File: src/rtl/alu4bit_cmd_sequencer_pkg.sv
// Shared types and default widths for the 4-bit ALU command sequencer.
package alu4bit_cmd_sequencer_pkg;

   localparam int DEF_DATA_W     = 4;
   localparam int DEF_OP_W       = 3;
   localparam int DEF_SEQ_W      = 4;
   localparam int DEF_SETTLE_CYC = 1;
   localparam int DEF_FIFO_DEPTH = 4;

   typedef enum logic {
      ST_IDLE  = 1'b0,
      ST_DRIVE = 1'b1
   } seq_state_e;

endpackage

File: src/rtl/alu4bit_cmd_sequencer_fifo.sv
// Synchronous show-ahead response FIFO; head entry is visible while not empty.
module alu_rsp_fifo
   import alu4bit_cmd_sequencer_pkg::*;
#(
   parameter int WIDTH = DEF_DATA_W + DEF_OP_W + DEF_SEQ_W,
   parameter int DEPTH = DEF_FIFO_DEPTH
) (
   input  logic                     clk,
   input  logic                     rst,
   input  logic                     push,
   input  logic [WIDTH-1:0]         wr_data,
   input  logic                     pop,
   output logic [WIDTH-1:0]         rd_data,
   output logic                     full,
   output logic                     empty,
   output logic [$clog2(DEPTH):0]   count
);

   localparam int             AW       = $clog2(DEPTH);
   localparam logic [AW:0]    FULL_CNT = DEPTH[AW:0];

   logic [WIDTH-1:0] mem [DEPTH];
   logic [AW-1:0]    wr_ptr;
   logic [AW-1:0]    rd_ptr;
   logic             do_push;
   logic             do_pop;

   assign full    = (count == FULL_CNT);
   assign empty   = (count == '0);
   assign do_push = push & ~full;
   assign do_pop  = pop & ~empty;
   assign rd_data = mem[rd_ptr];

   // Storage array; contents are don't-care until written, so no reset.
   always_ff @(posedge clk) begin
      if (do_push) mem[wr_ptr] <= wr_data;
   end

   // Pointer and occupancy bookkeeping; push+pop together leaves count alone.
   always_ff @(posedge clk) begin
      if (rst) begin
         wr_ptr <= '0;
         rd_ptr <= '0;
         count  <= '0;
      end else begin
         if (do_push) wr_ptr <= wr_ptr + 1'b1;
         if (do_pop)  rd_ptr <= rd_ptr + 1'b1;
         unique case ({do_push, do_pop})
            2'b10:   count <= count + 1'b1;
            2'b01:   count <= count - 1'b1;
            default: count <= count;
         endcase
      end
   end

endmodule

File: src/rtl/alu4bit_cmd_sequencer.sv
// Command front-end for the combinational 4-bit ALU: accepts a command, holds it
// on the ALU for SETTLE_CYC cycles, samples the result and queues a tagged response.
//
//   state    | meaning
//   ---------+---------------------------------------------------------
//   ST_IDLE  | no command in flight; ready when response FIFO has room
//   ST_DRIVE | operands on ALU, settle counter running; sample at zero
module alu4bit_cmd_sequencer
   import alu4bit_cmd_sequencer_pkg::*;
#(
   parameter int DATA_W     = DEF_DATA_W,
   parameter int OP_W       = DEF_OP_W,
   parameter int SETTLE_CYC = DEF_SETTLE_CYC,
   parameter int FIFO_DEPTH = DEF_FIFO_DEPTH,
   parameter int SEQ_W      = DEF_SEQ_W
) (
   input  logic              clk,
   input  logic              rst,
   input  logic              cmd_valid,
   output logic              cmd_ready,
   input  logic [DATA_W-1:0] cmd_a,
   input  logic [DATA_W-1:0] cmd_b,
   input  logic [OP_W-1:0]   cmd_op,
   output logic [DATA_W-1:0] alu_a,
   output logic [DATA_W-1:0] alu_b,
   output logic [OP_W-1:0]   alu_op_sel,
   input  logic [DATA_W-1:0] alu_result,
   output logic              rsp_valid,
   input  logic              rsp_ready,
   output logic [DATA_W-1:0] rsp_data,
   output logic [OP_W-1:0]   rsp_op,
   output logic [SEQ_W-1:0]  rsp_seq,
   output logic              busy
);

   localparam int                    RSP_W       = DATA_W + OP_W + SEQ_W;
   localparam int                    CNT_W       = (SETTLE_CYC > 1) ? $clog2(SETTLE_CYC) : 1;
   localparam logic [CNT_W-1:0]      SETTLE_LOAD = CNT_W'(SETTLE_CYC - 1);
   localparam int                    FCNT_W      = $clog2(FIFO_DEPTH) + 1;
   localparam logic [FCNT_W-1:0]     FIFO_FULL   = FIFO_DEPTH[FCNT_W-1:0];

   seq_state_e        state_q;
   seq_state_e        state_d;
   logic [CNT_W-1:0]  settle_cnt_q;
   logic [SEQ_W-1:0]  seq_q;
   logic [SEQ_W-1:0]  tag_q;
   logic              accept;
   logic              settle_done;
   logic              fifo_full;
   logic              fifo_empty;
   logic [FCNT_W-1:0] fifo_count;
   logic [RSP_W-1:0]  fifo_rd_data;

   assign cmd_ready   = (state_q == ST_IDLE) & ~fifo_full;
   assign accept      = cmd_valid & cmd_ready;
   assign settle_done = (state_q == ST_DRIVE) && (settle_cnt_q == '0);
   assign busy        = (state_q == ST_DRIVE);
   assign rsp_valid   = ~fifo_empty;
   assign {rsp_data, rsp_op, rsp_seq} = fifo_rd_data;

   // State register.
   always_ff @(posedge clk) begin
      if (rst) state_q <= ST_IDLE;
      else     state_q <= state_d;
   end

   // Next-state: one command in flight, back to idle once the settle count expires.
   always_comb begin
      state_d = state_q;
      unique case (state_q)
         ST_IDLE:  if (accept)      state_d = ST_DRIVE;
         ST_DRIVE: if (settle_done) state_d = ST_IDLE;
         default:                   state_d = ST_IDLE;
      endcase
   end

   // Operand latch, sequence tagging and settle down-counter.
   always_ff @(posedge clk) begin
      if (rst) begin
         alu_a        <= '0;
         alu_b        <= '0;
         alu_op_sel   <= '0;
         seq_q        <= '0;
         tag_q        <= '0;
         settle_cnt_q <= '0;
      end else if (accept) begin
         alu_a        <= cmd_a;
         alu_b        <= cmd_b;
         alu_op_sel   <= cmd_op;
         tag_q        <= seq_q;
         seq_q        <= seq_q + 1'b1;
         settle_cnt_q <= SETTLE_LOAD;
      end else if ((state_q == ST_DRIVE) && (settle_cnt_q != '0)) begin
         settle_cnt_q <= settle_cnt_q - 1'b1;
      end
   end

   // A push only ever follows an accept that saw room, so the FIFO can't overflow.
   always_ff @(posedge clk) begin
      if (!rst) assert (!(settle_done && (fifo_count == FIFO_FULL)));
   end

   alu_rsp_fifo #(
      .WIDTH (RSP_W),
      .DEPTH (FIFO_DEPTH)
   ) u_rsp_fifo (
      .clk     (clk),
      .rst     (rst),
      .push    (settle_done),
      .wr_data ({alu_result, alu_op_sel, tag_q}),
      .pop     (rsp_ready),
      .rd_data (fifo_rd_data),
      .full    (fifo_full),
      .empty   (fifo_empty),
      .count   (fifo_count)
   );

endmodule

File: config.mk
export PLATFORM = sky130hd
export DESIGN_NAME = alu4bit_cmd_sequencer
export DESIGN_NICKNAME = d
export VERILOG_FILES = /design/src/rtl/alu4bit_cmd_sequencer_pkg.sv /design/src/rtl/alu4bit_cmd_sequencer_fifo.sv /design/src/rtl/alu4bit_cmd_sequencer.sv
export SDC_FILE = /design/constraint.sdc
export NUM_CORES = 1
export LEC_CHECK = 0
export ABC_AREA = 1
export BUFFER_PORTS_ARGS = -buffer_cell sky130_fd_sc_hd__buf_4
export CAP_MARGIN = 20
export CORE_MARGIN = 1
export CORE_UTILIZATION = 60
export CTS_CLUSTER_DIAMETER = 40
export DETAILED_ROUTE_END_ITERATION = 10
export GPL_TIMING_DRIVEN = 0
export HOLD_SLACK_MARGIN = 0.12
export PLACE_DENSITY_LB_ADDON = 0.25
export SLEW_MARGIN = 20
export SYNTH_ARGS = -nofsm -noshare
export SYNTH_HDL_FRONTEND = slang
export SYNTH_HIERARCHICAL = 1
export SYNTH_SLANG_ARGS = --single-unit
File: constraint.sdc
create_clock -name clk -period 2.95 [get_ports clk]
set_input_delay 0.7375 -clock clk [delete_from_list [all_inputs] [get_ports clk]]
set_output_delay 0.7375 -clock clk [all_outputs]
set_load 0.05 [all_outputs]
==> flow_summary.rst, run 1 <==
.. list-table::
   :header-rows: 1

   * - Metric
     - Value
   * - Overall overflow remaining after global route
     - 0
   * - Worst reg2reg path depth
     - 4
   * - Status
     - completed
   * - Hold Fails Final Rpt
     - 0
   * - Peak supply drop
     - 0.000479 V
   * - Antenna diodes
     - 0
   * - # clock sinks
     - 74
   * - Wirelength, routed
     - 5540 µm
   * - Die width
     - 72.2 µm
   * - Endpoint type of the worst setup path
     - output port
   * - Iter 0 DRT Violations
     - 132
   * - Synthesis warning total
     - 6
   * - Pin count of the biggest net entering global routing
     - 13
   * - Util after Layout
     - 75.5%
   * - Arrival time of the worst setup path
     - 1.52 ns
   * - Via Count
     - 2060
   * - First-pass GRT wire length
     - 9140 µm
   * - Start-to-end type of the worst setup path
     - flip-flop to output port
   * - Number of core rows
     - 25
   * - Clock latency at the later pin of the worst-skew pair
     - 0.35 ns
   * - Sequential element share of the synthesized area
     - 65.1%
   * - Portion of the clock cycle consumed by the worst path in the final layout
     - 76.4%
   * - Data required time of the critical path
     - 2.21 ns
   * - Worst setup slack for register-to-register paths
     - 0.77 ns
   * - Vias per std cell
     - 5.11
   * - Placement-stage worst setup slack
     - 0.807 ns
   * - ANT nets after route
     - 0
   * - Number of buffers created by CTS
     - 9
   * - Overall die height
     - 72.2 µm
   * - Class of the worst hold path
     - flip-flop to flip-flop
   * - Worst clock skew on the final layout
     - 0.00430 ns
   * - Area grow syn2layout
     - 20.7%
   * - Top-level port count
     - 44
   * - Register bit total from synthesis
     - 74
   * - Post-route cell area
     - 0.00356 mm²
   * - Post-route worst setup slack
     - 0.697 ns
   * - Number of flops mapped to enable cells by yosys
     - 44
   * - Std-Cell Core Area
     - 0.00472 mm²
   * - Most common library cell in the layout ignoring fill and taps
     - sky130_fd_sc_hd__nor2_1
   * - Hold WS
     - 0.483 ns
   * - Clock slew at the register clock pins of the worst setup and hold paths
     - 0.07 ns
   * - Normalized max-slew margin
     - 29.1%
   * - Nets
     - 357
   * - Number of H-tree levels
     - 3
   * - TritonCTS clock tree
     - yes
   * - Clock tree buffer depth
     - 2
   * - Number of fill cells in the layout
     - 319
   * - Endpoint of the worst register-to-register path
     - u_rsp_fifo/mem[0][7]
   * - Most instantiated flip-flop cell in the synthesis netlist
     - sky130_fd_sc_hd__edfxtp_1
   * - Leakage component of the power
     - 1.45 nW
   * - Fmax
     - 444 MHz
   * - Worst reg2reg startpoint
     - busy
   * - Number of buffers inserted for hold repair after clock tree synthesis
     - 0
   * - Worst min-delay path endpoint
     - alu_a[1]
   * - Kind of start point of the critical path
     - flip-flop
   * - Power density over the cells
     - 908 mW/mm²
   * - Cell at the root of the clock tree
     - sky130_fd_sc_hd__clkbuf_8
   * - Post-synth ARST share
     - 0%
   * - Largest fanout of any net on the critical path
     - 10
   * - Most used cells in the layout excluding fill and tap cells
     - sky130_fd_sc_hd__nor2_1, sky130_fd_sc_hd__buf_4, sky130_fd_sc_hd__edfxtp_1
   * - Number of buffers inserted to repair setup after CTS
     - 0
   * - Placement-stage cell area
     - 0.00336 mm²
   * - Drc violations
     - 0
   * - Number of iterations in the first detailed-routing pass
     - 4
   * - Instance count along the most critical hold path
     - 2
   * - Vias in the first global route
     - 2038
   * - Max-capacitance violation count
     - 0
   * - Number of failing setup endpoints in the final timing report
     - 0
   * - Antenna violations before repair
     - 0
   * - Port Buf Inserts
     - 43
   * - Actual slew at the worst max-slew pin
     - 1.06 ns
   * - Post-synthesis area per instance
     - 10.7 µm²
   * - Setup repair after global routing missed its margin
     - false
   * - Final TNS setup
     - 0 ns
   * - Synthesized instance count
     - 277
   * - Routability-driven placement congestion ratio
     - 0.796
   * - Min cycle time layout
     - 2.25 ns
   * - Overall routing resource usage
     - 24.1%
   * - Number of unique standard cell types used by synthesis
     - 28
   * - Number of nets produced by synthesis
     - 303
   * - Starting density of the core
     - 62.5%
   * - Fraction of final layout cells with drive strength greater than 1
     - 25.0%
   * - Pins over their slew limit
     - 0
   * - Mapped Area
     - 0.00295 mm²
   * - Average wire per standard cell
     - 13.7 µm
   * - Post-CTS resize count
     - 0
   * - Launch point of the worst hold path
     - alu_a[1]
   * - Detailed Place HPWL
     - 3450 µm
   * - Die area
     - 0.00521 mm²
state kept, by name, summed over array words and instances, names as in the netlist, named ones only:
register           count
alu_a                  4
alu_b                  4
alu_op_sel             3
busy                   1
seq_q                  4
settle_cnt_q           1
tag_q                  4
u_rsp_fifo/count       3
u_rsp_fifo/mem        44
u_rsp_fifo/rd_ptr      2
u_rsp_fifo/wr_ptr      2
final cells by class:
class	count	area, µm²	area share (%)
inverter	25	103	2.88
timing repair buffer	43	323	9.06
clock buffer	11	151	4.25
multi-input combinational	168	843	23.7
buffer	10	86.3	2.42
clock inverter	5	52.6	1.47
tap	67	83.8	2.35
sequential	74	1920	53.9
critical path, stage by stage, from the launching register on:
cell and delay (ns):
sky130_fd_sc_hd__dfxtp_1 0.36, sky130_fd_sc_hd__buf_2 0.25, sky130_fd_sc_hd__o21ai_0 0.13, sky130_fd_sc_hd__o22ai_1 0.20, sky130_fd_sc_hd__buf_4 0.23
cells in the mapped netlist (2+ instances only):
cell / number / share of area, %
sky130_fd_sc_hd__nor2_1: 64 / 8.1
sky130_fd_sc_hd__edfxtp_1: 44 / 45
sky130_fd_sc_hd__dfxtp_1: 30 / 20
sky130_fd_sc_hd__o21ai_1: 25 / 4.2
sky130_fd_sc_hd__nand2_1: 21 / 2.7
sky130_fd_sc_hd__inv_1: 15 / 1.9
sky130_fd_sc_hd__o21ai_0: 14 / 2.4
sky130_fd_sc_hd__o22ai_1: 11 / 2.3
sky130_fd_sc_hd__a21oi_1: 10 / 1.7
sky130_fd_sc_hd__inv_2: 7 / 0.89
sky130_fd_sc_hd__ha_1: 6 / 2.5
sky130_fd_sc_hd__nand3_1: 5 / 0.85
sky130_fd_sc_hd__buf_4: 4 / 1.0
sky130_fd_sc_hd__nor2_2: 3 / 0.64
sky130_fd_sc_hd__buf_2: 2 / 0.34
sky130_fd_sc_hd__buf_6: 2 / 0.76
sky130_fd_sc_hd__nand3_2: 2 / 0.68
sky130_fd_sc_hd__nand4_1: 2 / 0.42
kinds of logic (layout without fill, tap and decap cells):
| family | after synthesis | in the layout | synth area share, % |
|---|---|---|---|
| AO/OA/AOI/OAI | 60 | 60 | 10.6 |
| XOR/XNOR | 1 | 1 | 0.297 |
| adder cells (fa/ha/maj) | 7 | 7 | 3.22 |
| buffers and inverters | 35 | 94 | 6.40 |
| flip-flops | 74 | 74 | 65.1 |
| AND/OR/NAND/NOR | 100 | 100 | 14.4 |
power by group:
group	switching, mW	leakage (nW)	total, mW	internal [mW]
sequential	0.0727	0.652	1.29	1.21
clock	0.361	0.105	0.793	0.432
combinational	0.801	0.694	1.16	0.357
metrics by stage:
stage | instances | total power [mW]
after detailed placement | 387 | 2.46
after CTS | 403 | 3.25
after global placement | 387 | 2.43
after global routing | 403 | 3.40
after floorplan | 277 | 2.15
final | 403 | 3.24
metal layers:
layer / share of wire, % / track usage [%] / vias to the layer above / routed length (µm)
met5: 0 / 0 / - / 0
met4: 2.8 / 14.8 / 0 / 157
met3: 4.4 / 5.00 / 16 / 246
met2: 51 / 42.7 / 58 / 2810
met1: 42 / 26.5 / 940 / 2320
li1: - / - / 1046 / -
worst max-delay path by stage:
stage / end / slack [ns] / cells past startpoint
floorplan: rsp_data[0] / 0.84 / 3
global placement: u_rsp_fifo/mem[0][6] / 0.86 / 4
detailed placement: u_rsp_fifo/mem[0][6] / 0.81 / 4
CTS: rsp_seq[1] / 0.71 / 4
global route: u_rsp_fifo/mem[0][6] / 0.59 / 4
finish: rsp_seq[1] / 0.70 / 4
No activity file was read; power rests on OpenSTA's default activity.
==> run 2, diff against run 1 <==
--- a/config.mk
+++ b/config.mk
@@ -9,7 +9,7 @@
 export BUFFER_PORTS_ARGS = -buffer_cell sky130_fd_sc_hd__buf_4
 export CAP_MARGIN = 20
 export CORE_MARGIN = 1
-export CORE_UTILIZATION = 60
+export CORE_UTILIZATION = 56
 export CTS_CLUSTER_DIAMETER = 40
 export DETAILED_ROUTE_END_ITERATION = 10
 export GPL_TIMING_DRIVEN = 0
==> constraint.sdc (replaced) <==
create_clock -name clk -period 2.09 [get_ports clk]
set_input_delay 0.5225 -clock clk [delete_from_list [all_inputs] [get_ports clk]]
set_output_delay 0.5225 -clock clk [all_outputs]
set_load 0.05 [all_outputs]
==> flow_summary.rst, run 2 (synthesis results as in run 1) <==
.. list-table::
   :header-rows: 1

   * - Metric
     - Value
   * - Cell at the root of the clock tree
     - sky130_fd_sc_hd__clkbuf_8
   * - ANT nets after route
     - 0
   * - Worst reg2reg startpoint
     - busy
   * - Number of buffers created by CTS
     - 9
   * - Pin count of the biggest net entering global routing
     - 14
   * - Antenna diodes
     - 0
   * - Pins over their slew limit
     - 0
   * - Port Buf Inserts
     - 43
   * - Clock latency at the later pin of the worst-skew pair
     - 0.33 ns
   * - Setup repair after global routing missed its margin
     - true
   * - Overall overflow remaining after global route
     - 0
   * - Routability-driven placement congestion ratio
     - 0.691
   * - Fmax
     - 490 MHz
   * - Number of iterations in the first detailed-routing pass
     - 4
   * - Starting density of the core
     - 57.8%
   * - Die width
     - 74.6 µm
   * - Clock tree buffer depth
     - 2
   * - Area grow syn2layout
     - 23.2%
   * - Arrival time of the worst setup path
     - 1.99 ns
   * - Via Count
     - 2033
   * - Number of failing setup endpoints in the final timing report
     - 0
   * - Launch point of the worst hold path
     - alu_result[0]
   * - Max-capacitance violation count
     - 0
   * - Flip-flop count of the largest register, all copies and words added
     - 44
   * - Nets
     - 357
   * - Antenna violations before repair
     - 0
   * - Peak supply drop
     - 0.000725 V
   * - Hold Fails Final Rpt
     - 0
   * - Min cycle time layout
     - 2.04 ns
   * - Detailed Place HPWL
     - 3410 µm
   * - Overall routing resource usage
     - 21.3%
   * - Average wire per standard cell
     - 13.3 µm
   * - Launch point of the worst path
     - busy
   * - Class of the worst hold path
     - input pin to flip-flop
   * - Die area
     - 0.00557 mm²
   * - Number of core rows
     - 26
   * - Clock slew at the register clock pins of the worst setup and hold paths
     - 0.08 ns
   * - Sum of met3 wire segment lengths after detailed routing
     - 286 µm
   * - Drc violations
     - 0
   * - Post-route cell area
     - 0.00364 mm²
   * - Wirelength, routed
     - 5410 µm
   * - Actual slew at the worst max-slew pin
     - 1.03 ns
   * - Placement-stage cell area
     - 0.00336 mm²
   * - Number of buffers inserted to repair setup after CTS
     - 0
   * - Top-level port count
     - 44
   * - Number of buffers inserted for hold repair after clock tree synthesis
     - 0
   * - Post-CTS resize count
     - 1
   * - Start-to-end type of the worst setup path
     - flip-flop to flip-flop
   * - # clock sinks
     - 74
   * - Most flop-heavy register
     - u_rsp_fifo/mem
   * - Std-Cell Core Area
     - 0.00511 mm²
   * - Normalized max-slew margin
     - 31.2%
   * - Number of H-tree levels
     - 3
   * - Top layer reached by signal wires
     - met4
   * - Portion of the clock cycle consumed by the worst path in the final layout
     - 97.6%
   * - Vias in the first global route
     - 1897
   * - Endpoint type of the worst setup path
     - flip-flop
   * - Largest fanout of any net on the critical path
     - 11
   * - First-pass GRT wire length
     - 8560 µm
   * - Overall die height
     - 74.6 µm
   * - Iter 0 DRT Violations
     - 190
   * - Status
     - completed
   * - Wire length on met2
     - 2770 µm
   * - Most common library cell in the layout ignoring fill and taps
     - sky130_fd_sc_hd__nor2_1
   * - Power density over the cells
     - 1340 mW/mm²
   * - Final TNS setup
     - 0 ns
   * - Fraction of final layout cells with drive strength greater than 1
     - 25.9%
   * - Number of fill cells in the layout
     - 385
   * - Data required time of the critical path
     - 2.04 ns
   * - Met1 Routed Length
     - 2320 µm
   * - TritonCTS clock tree
     - yes
   * - Kind of start point of the critical path
     - flip-flop
   * - Most used cells in the layout excluding fill and tap cells
     - sky130_fd_sc_hd__nor2_1, sky130_fd_sc_hd__buf_4, sky130_fd_sc_hd__edfxtp_1
   * - Worst clock skew on the final layout
     - 0.0101 ns
   * - Leakage component of the power
     - 1.47 nW
   * - Vias per std cell
     - 5.01
-- run 2: final cells by class --
class / count / area [µm²] / area share, %
Sequential cell: 74 / 1920 / 52.9
Multi-Input combinational cell: 168 / 848 / 23.3
Timing Repair Buffer: 43 / 323 / 8.87
Clock inverter: 7 / 141 / 3.89
Clock buffer: 9 / 124 / 3.40
Inverter: 25 / 103 / 2.82
Buffer: 10 / 88.8 / 2.44
Tap cell: 70 / 87.6 / 2.41
-- run 2: worst max-delay path: stages, from the launching register on --
cell	delay, ns
sky130_fd_sc_hd__dfxtp_1	0.42
sky130_fd_sc_hd__inv_1	0.09
sky130_fd_sc_hd__nor2_2	0.17
sky130_fd_sc_hd__nand2_1	0.17
sky130_fd_sc_hd__nor2_1	0.81
-- run 2: worst paths after layout --
| path | endpoint | slack, ns | cells after the start |
|---|---|---|---|
| worst min-delay path | u_rsp_fifo/mem[3][7] | 0.39 | 1 |
| worst max register to register | u_rsp_fifo/mem[3][6] | 0.05 | 4 |
| worst min register to register | alu_b[1] | 0.48 | 2 |
| worst max-delay path | u_rsp_fifo/mem[3][6] | 0.05 | 4 |
-- run 2: stage by stage --
stage / std cells / total power, mW / util (%) / hold slack (ns) / setup WS (ns)
floorplan: 277 / 3.03 / - / 0.444 / 0.0250
global placement: 390 / 3.44 / 65.9 / 0.461 / -0.0343
detailed placement: 390 / 3.48 / 65.9 / 0.463 / -0.0581
CTS: 406 / 4.91 / 71.1 / 0.381 / -0.0704
global route: 406 / 5.13 / 71.2 / 0.369 / -0.143
finish: 406 / 4.88 / 71.2 / 0.393 / 0.0505
-- run 2: routing by layer --
layer  up-vias  track usage, %
met5         -               0
met4         0            7.97
met3         4            5.09
met2        61            38.4
met1       922            24.7
li1       1046               -
-- run 2: power breakdown --
| part | switching, mW | internal (mW) | leakage (nW) | total [mW] |
|---|---|---|---|---|
| sequential | 0.102 | 1.71 | 0.652 | 1.82 |
| clock | 0.515 | 0.913 | 0.129 | 1.43 |
| combinational | 1.13 | 0.506 | 0.692 | 1.64 |
==> run 3, diff against run 2 <==
--- a/config.mk
+++ b/config.mk
@@ -5,11 +5,10 @@
 export SDC_FILE = /design/constraint.sdc
 export NUM_CORES = 1
 export LEC_CHECK = 0
-export ABC_AREA = 1
 export BUFFER_PORTS_ARGS = -buffer_cell sky130_fd_sc_hd__buf_4
 export CAP_MARGIN = 20
 export CORE_MARGIN = 1
-export CORE_UTILIZATION = 56
+export CORE_UTILIZATION = 55
 export CTS_CLUSTER_DIAMETER = 40
 export DETAILED_ROUTE_END_ITERATION = 10
 export GPL_TIMING_DRIVEN = 0
==> flow_summary.rst, run 3 <==
.. list-table::
   :header-rows: 1

   * - Metric
     - Value
   * - Status
     - completed
   * - Fmax
     - 481 MHz
   * - Number of unique standard cell types used by synthesis
     - 31
   * - Routing layer with the top usage in global route
     - met2
   * - Vias per std cell
     - 5.12
   * - Via Count
     - 1619
   * - Launch point of the worst hold path
     - rst
   * - Detailed Place HPWL
     - 2950 µm
   * - Largest fanout of any net on the critical path
     - 5
   * - Cell class contributing the biggest share of worst-path delay
     - multiplexers
   * - ANT nets after route
     - 0
   * - Top-level port count
     - 44
   * - Top area cells in the synthesized netlist
     - sky130_fd_sc_hd__edfxtp_1, sky130_fd_sc_hd__dfxtp_1, sky130_fd_sc_hd__mux4_2
   * - Overall routing resource usage
     - 20.1%
   * - Synthesis warning total
     - 6
   * - Arrival time of the worst setup path
     - 1.56 ns
   * - Drc violations
     - 0
   * - Start-to-end type of the worst setup path
     - flip-flop to output port
   * - Pins over their slew limit
     - 0
   * - Overall die height
     - 74.1 µm
   * - Most frequently used cell type in the post-synthesis netlist
     - sky130_fd_sc_hd__edfxtp_1
   * - Endpoint type of the worst setup path
     - output port
   * - Endpoint of the worst register-to-register path
     - u_rsp_fifo/count[2]
   * - TritonCTS clock tree
     - yes
   * - P_sw
     - 1.38 mW
   * - Std-Cell Core Area
     - 0.00485 mm²
   * - First-pass GRT wire length
     - 7600 µm
   * - Kind of start point of the critical path
     - flip-flop
   * - Placement-stage worst setup slack
     - -0.197 ns
   * - Port Buf Inserts
     - 43
   * - Antenna violations before repair
     - 0
   * - Number of buffers created by CTS
     - 9
   * - Worst reg2reg path depth
     - 9
   * - Clock tree buffer depth
     - 2
   * - Combinational power share
     - 30.4%
   * - FF+latch area
     - 0.00194 mm²
   * - Portion of the clock cycle consumed by the worst path in the final layout
     - 99.5%
   * - Most flop-heavy register
     - u_rsp_fifo/mem
   * - Worst path bufs/invs
     - 2
   * - Number of H-tree levels
     - 3
   * - Vias in the first global route
     - 1614
   * - Max-capacitance violation count
     - 0
   * - Normalized max-slew margin
     - 59.4%
   * - Routability-driven placement congestion ratio
     - 0.673
   * - Number of failing setup endpoints in the final timing report
     - 0
   * - Pin count of the biggest net entering global routing
     - 14
   * - Non-Filler Instances
     - 316
   * - Met2 routing resource usage after global routing
     - 33.6%
   * - Antenna diodes
     - 0
   * - Most instantiated flip-flop cell in the synthesis netlist
     - sky130_fd_sc_hd__edfxtp_1
   * - CP max-delay cell
     - sky130_fd_sc_hd__mux4_2
   * - Number of nets produced by synthesis
     - 212
   * - Worst min-delay path endpoint
     - settle_cnt_q
   * - Cell at the root of the clock tree
     - sky130_fd_sc_hd__clkbuf_8
   * - Area grow syn2layout
     - 27.6%
   * - Critical path's largest stage delay
     - 0.52 ns
   * - Peak supply drop
     - 0.000684 V
   * - Wirelength, routed
     - 4820 µm
   * - Number of placed instances with taps included
     - 296
   * - Number of core rows
     - 25
   * - Starting density of the core
     - 59.0%
   * - Die area
     - 0.00549 mm²
   * - Global-route track usage on met3
     - 4.47%
   * - Nets
     - 270
   * - Post-route worst setup slack
     - 0.0108 ns
   * - Proportion of netlist area held by the largest area contributor
     - 46.2%
   * - Internal Dissipation
     - 3.07 mW
   * - Post-synth ARST share
     - 0%
   * - Synthesized instance count
     - 186
   * - Power density over the cells
     - 1220 mW/mm²
   * - Worst reg2reg startpoint
     - u_rsp_fifo/count[1]
   * - Sequential cell fraction of total power
     - 39.9%
   * - Hold Fails Final Rpt
     - 0
   * - Register bit total from synthesis
     - 74
   * - Worst clock skew on the final layout
     - 0.0100 ns
   * - Overall overflow remaining after global route
     - 0
   * - Die width
     - 74.1 µm
   * - # clock sinks
     - 74
   * - Most common library cell in the layout ignoring fill and taps
     - sky130_fd_sc_hd__edfxtp_1
   * - Number of iterations in the first detailed-routing pass
     - 4
   * - Min cycle time layout
     - 2.08 ns
   * - Average wire per standard cell
     - 15.3 µm
   * - Cell chain of the critical path
     - buf_8 > mux4_2 > buf_6
   * - Fraction of final layout cells with drive strength greater than 1
     - 35.7%
   * - Sequential element share of the synthesized area
     - 67.2%
   * - Clock latency at the later pin of the worst-skew pair
     - 0.35 ns
   * - Iter 0 DRT Violations
     - 129
   * - Flip-flop count of the largest register, all copies and words added
     - 44
   * - Number of fill cells in the layout
     - 333
   * - Clock slew at the register clock pins of the worst setup and hold paths
     - 0.07 ns
   * - Mapped Area
     - 0.00286 mm²
   * - Most instantiated cells after synthesis
     - sky130_fd_sc_hd__edfxtp_1, sky130_fd_sc_hd__dfxtp_1, sky130_fd_sc_hd__nor2_1
   * - Worst setup slack for register-to-register paths
     - 0.11 ns
   * - Data required time of the critical path
     - 1.57 ns
   * - Post-synthesis area per instance
     - 15.4 µm²
   * - Setup repair after global routing missed its margin
     - true
   * - Synth area leader
     - sky130_fd_sc_hd__edfxtp_1
   * - Number of flops mapped to enable cells by yosys
     - 44
   * - Leakage component of the power
     - 1.40 nW
   * - Share of total power in the clock network
     - 29.6%
   * - Actual slew at the worst max-slew pin
     - 0.609 ns
   * - Met1 capacity usage during global routing
     - 23.1%
   * - Area occupied by multi-input gates
     - 873 µm²
   * - Most used cells in the layout excluding fill and tap cells
     - sky130_fd_sc_hd__edfxtp_1, sky130_fd_sc_hd__buf_4, sky130_fd_sc_hd__nor2_1, sky130_fd_sc_hd__dfxtp_1, sky130_fd_sc_hd__mux2i_1
   * - Class of the worst hold path
     - input pin to flip-flop
   * - Switching power as a share of total power
     - 31.0%
   * - Instance count along the most critical hold path
     - 2
run 3: final cells by class:
class / instances / area share (%)
Buffer: 7 / 1.47
Clock buffer: 12 / 4.87
Clock inverter: 4 / 1.92
Inverter: 10 / 1.03
Multi-Input combinational cell: 95 / 23.9
Sequential cell: 74 / 53.0
Tap cell: 67 / 2.30
Timing Repair Buffer: 47 / 11.5
run 3: cell families (layout without fill, tap and decap cells):
kind of cell / count (synthesis) / count (layout) / share of synthesized area (%)
flip-flops: 74 / 74 / 67.2
AO/OA/AOI/OAI: 11 / 11 / 2.10
XOR/XNOR: 5 / 5 / 1.53
AND/OR/NAND/NOR: 44 / 44 / 8.31
adder cells (fa/ha/maj): 7 / 7 / 3.32
multiplexers: 28 / 28 / 14.6
buffers and inverters: 17 / 80 / 2.93
run 3: routing by layer:
| metal | vias up | share of wire (%) |
|---|---|---|
| met5 | - | 0 |
| met4 | 0 | 2.0 |
| met3 | 14 | 4.6 |
| met2 | 37 | 52 |
| met1 | 778 | 42 |
| li1 | 790 | - |
run 3: what timing repair did:
item	in CTS	in global routing
hold buffers	0	0
setup endpoints to repair	11	13
resized for setup	19	7
setup buffers	2	1
pin swaps	0	3
cloned	1	0
run 3: power by group through the flow:
stage | Combinational [mW] | Sequential (mW) | Clock, mW
after floorplan | 0.829 | 1.84 | 0
after global placement | 1.17 | 1.78 | 0
after detailed placement | 1.20 | 1.78 | 0
after CTS | 1.34 | 1.77 | 1.33
after global routing | 1.43 | 1.79 | 1.40
final | 1.35 | 1.77 | 1.32
run 3: worst max path at each step:
stage	to	slack (ns)	cells after the start
after floorplan	u_rsp_fifo/count[2]	0.01	9
after detailed placement	u_rsp_fifo/count[2]	-0.20	9
after global placement	u_rsp_fifo/count[2]	-0.14	9
final	rsp_seq[3]	0.01	3
after global routing	rsp_seq[3]	-0.04	3
after CTS	rsp_seq[3]	-0.02	3
run 3: stage by stage:
stage	hold WS [ns]	setup TNS, ns	power, mW	utilization [%]	cell area, µm²
3_5_place_dp	0.486	-0.197	2.98	67.5	3270
6_report	0.360	0	4.44	75.3	3650
5_1_grt	0.358	-0.228	4.62	75.3	3650
4_1_cts	0.352	-0.0500	4.45	74.7	3620
2_1_floorplan	0.459	0	2.67	-	2870
3_3_place_gp	0.473	-0.137	2.95	67.5	3270
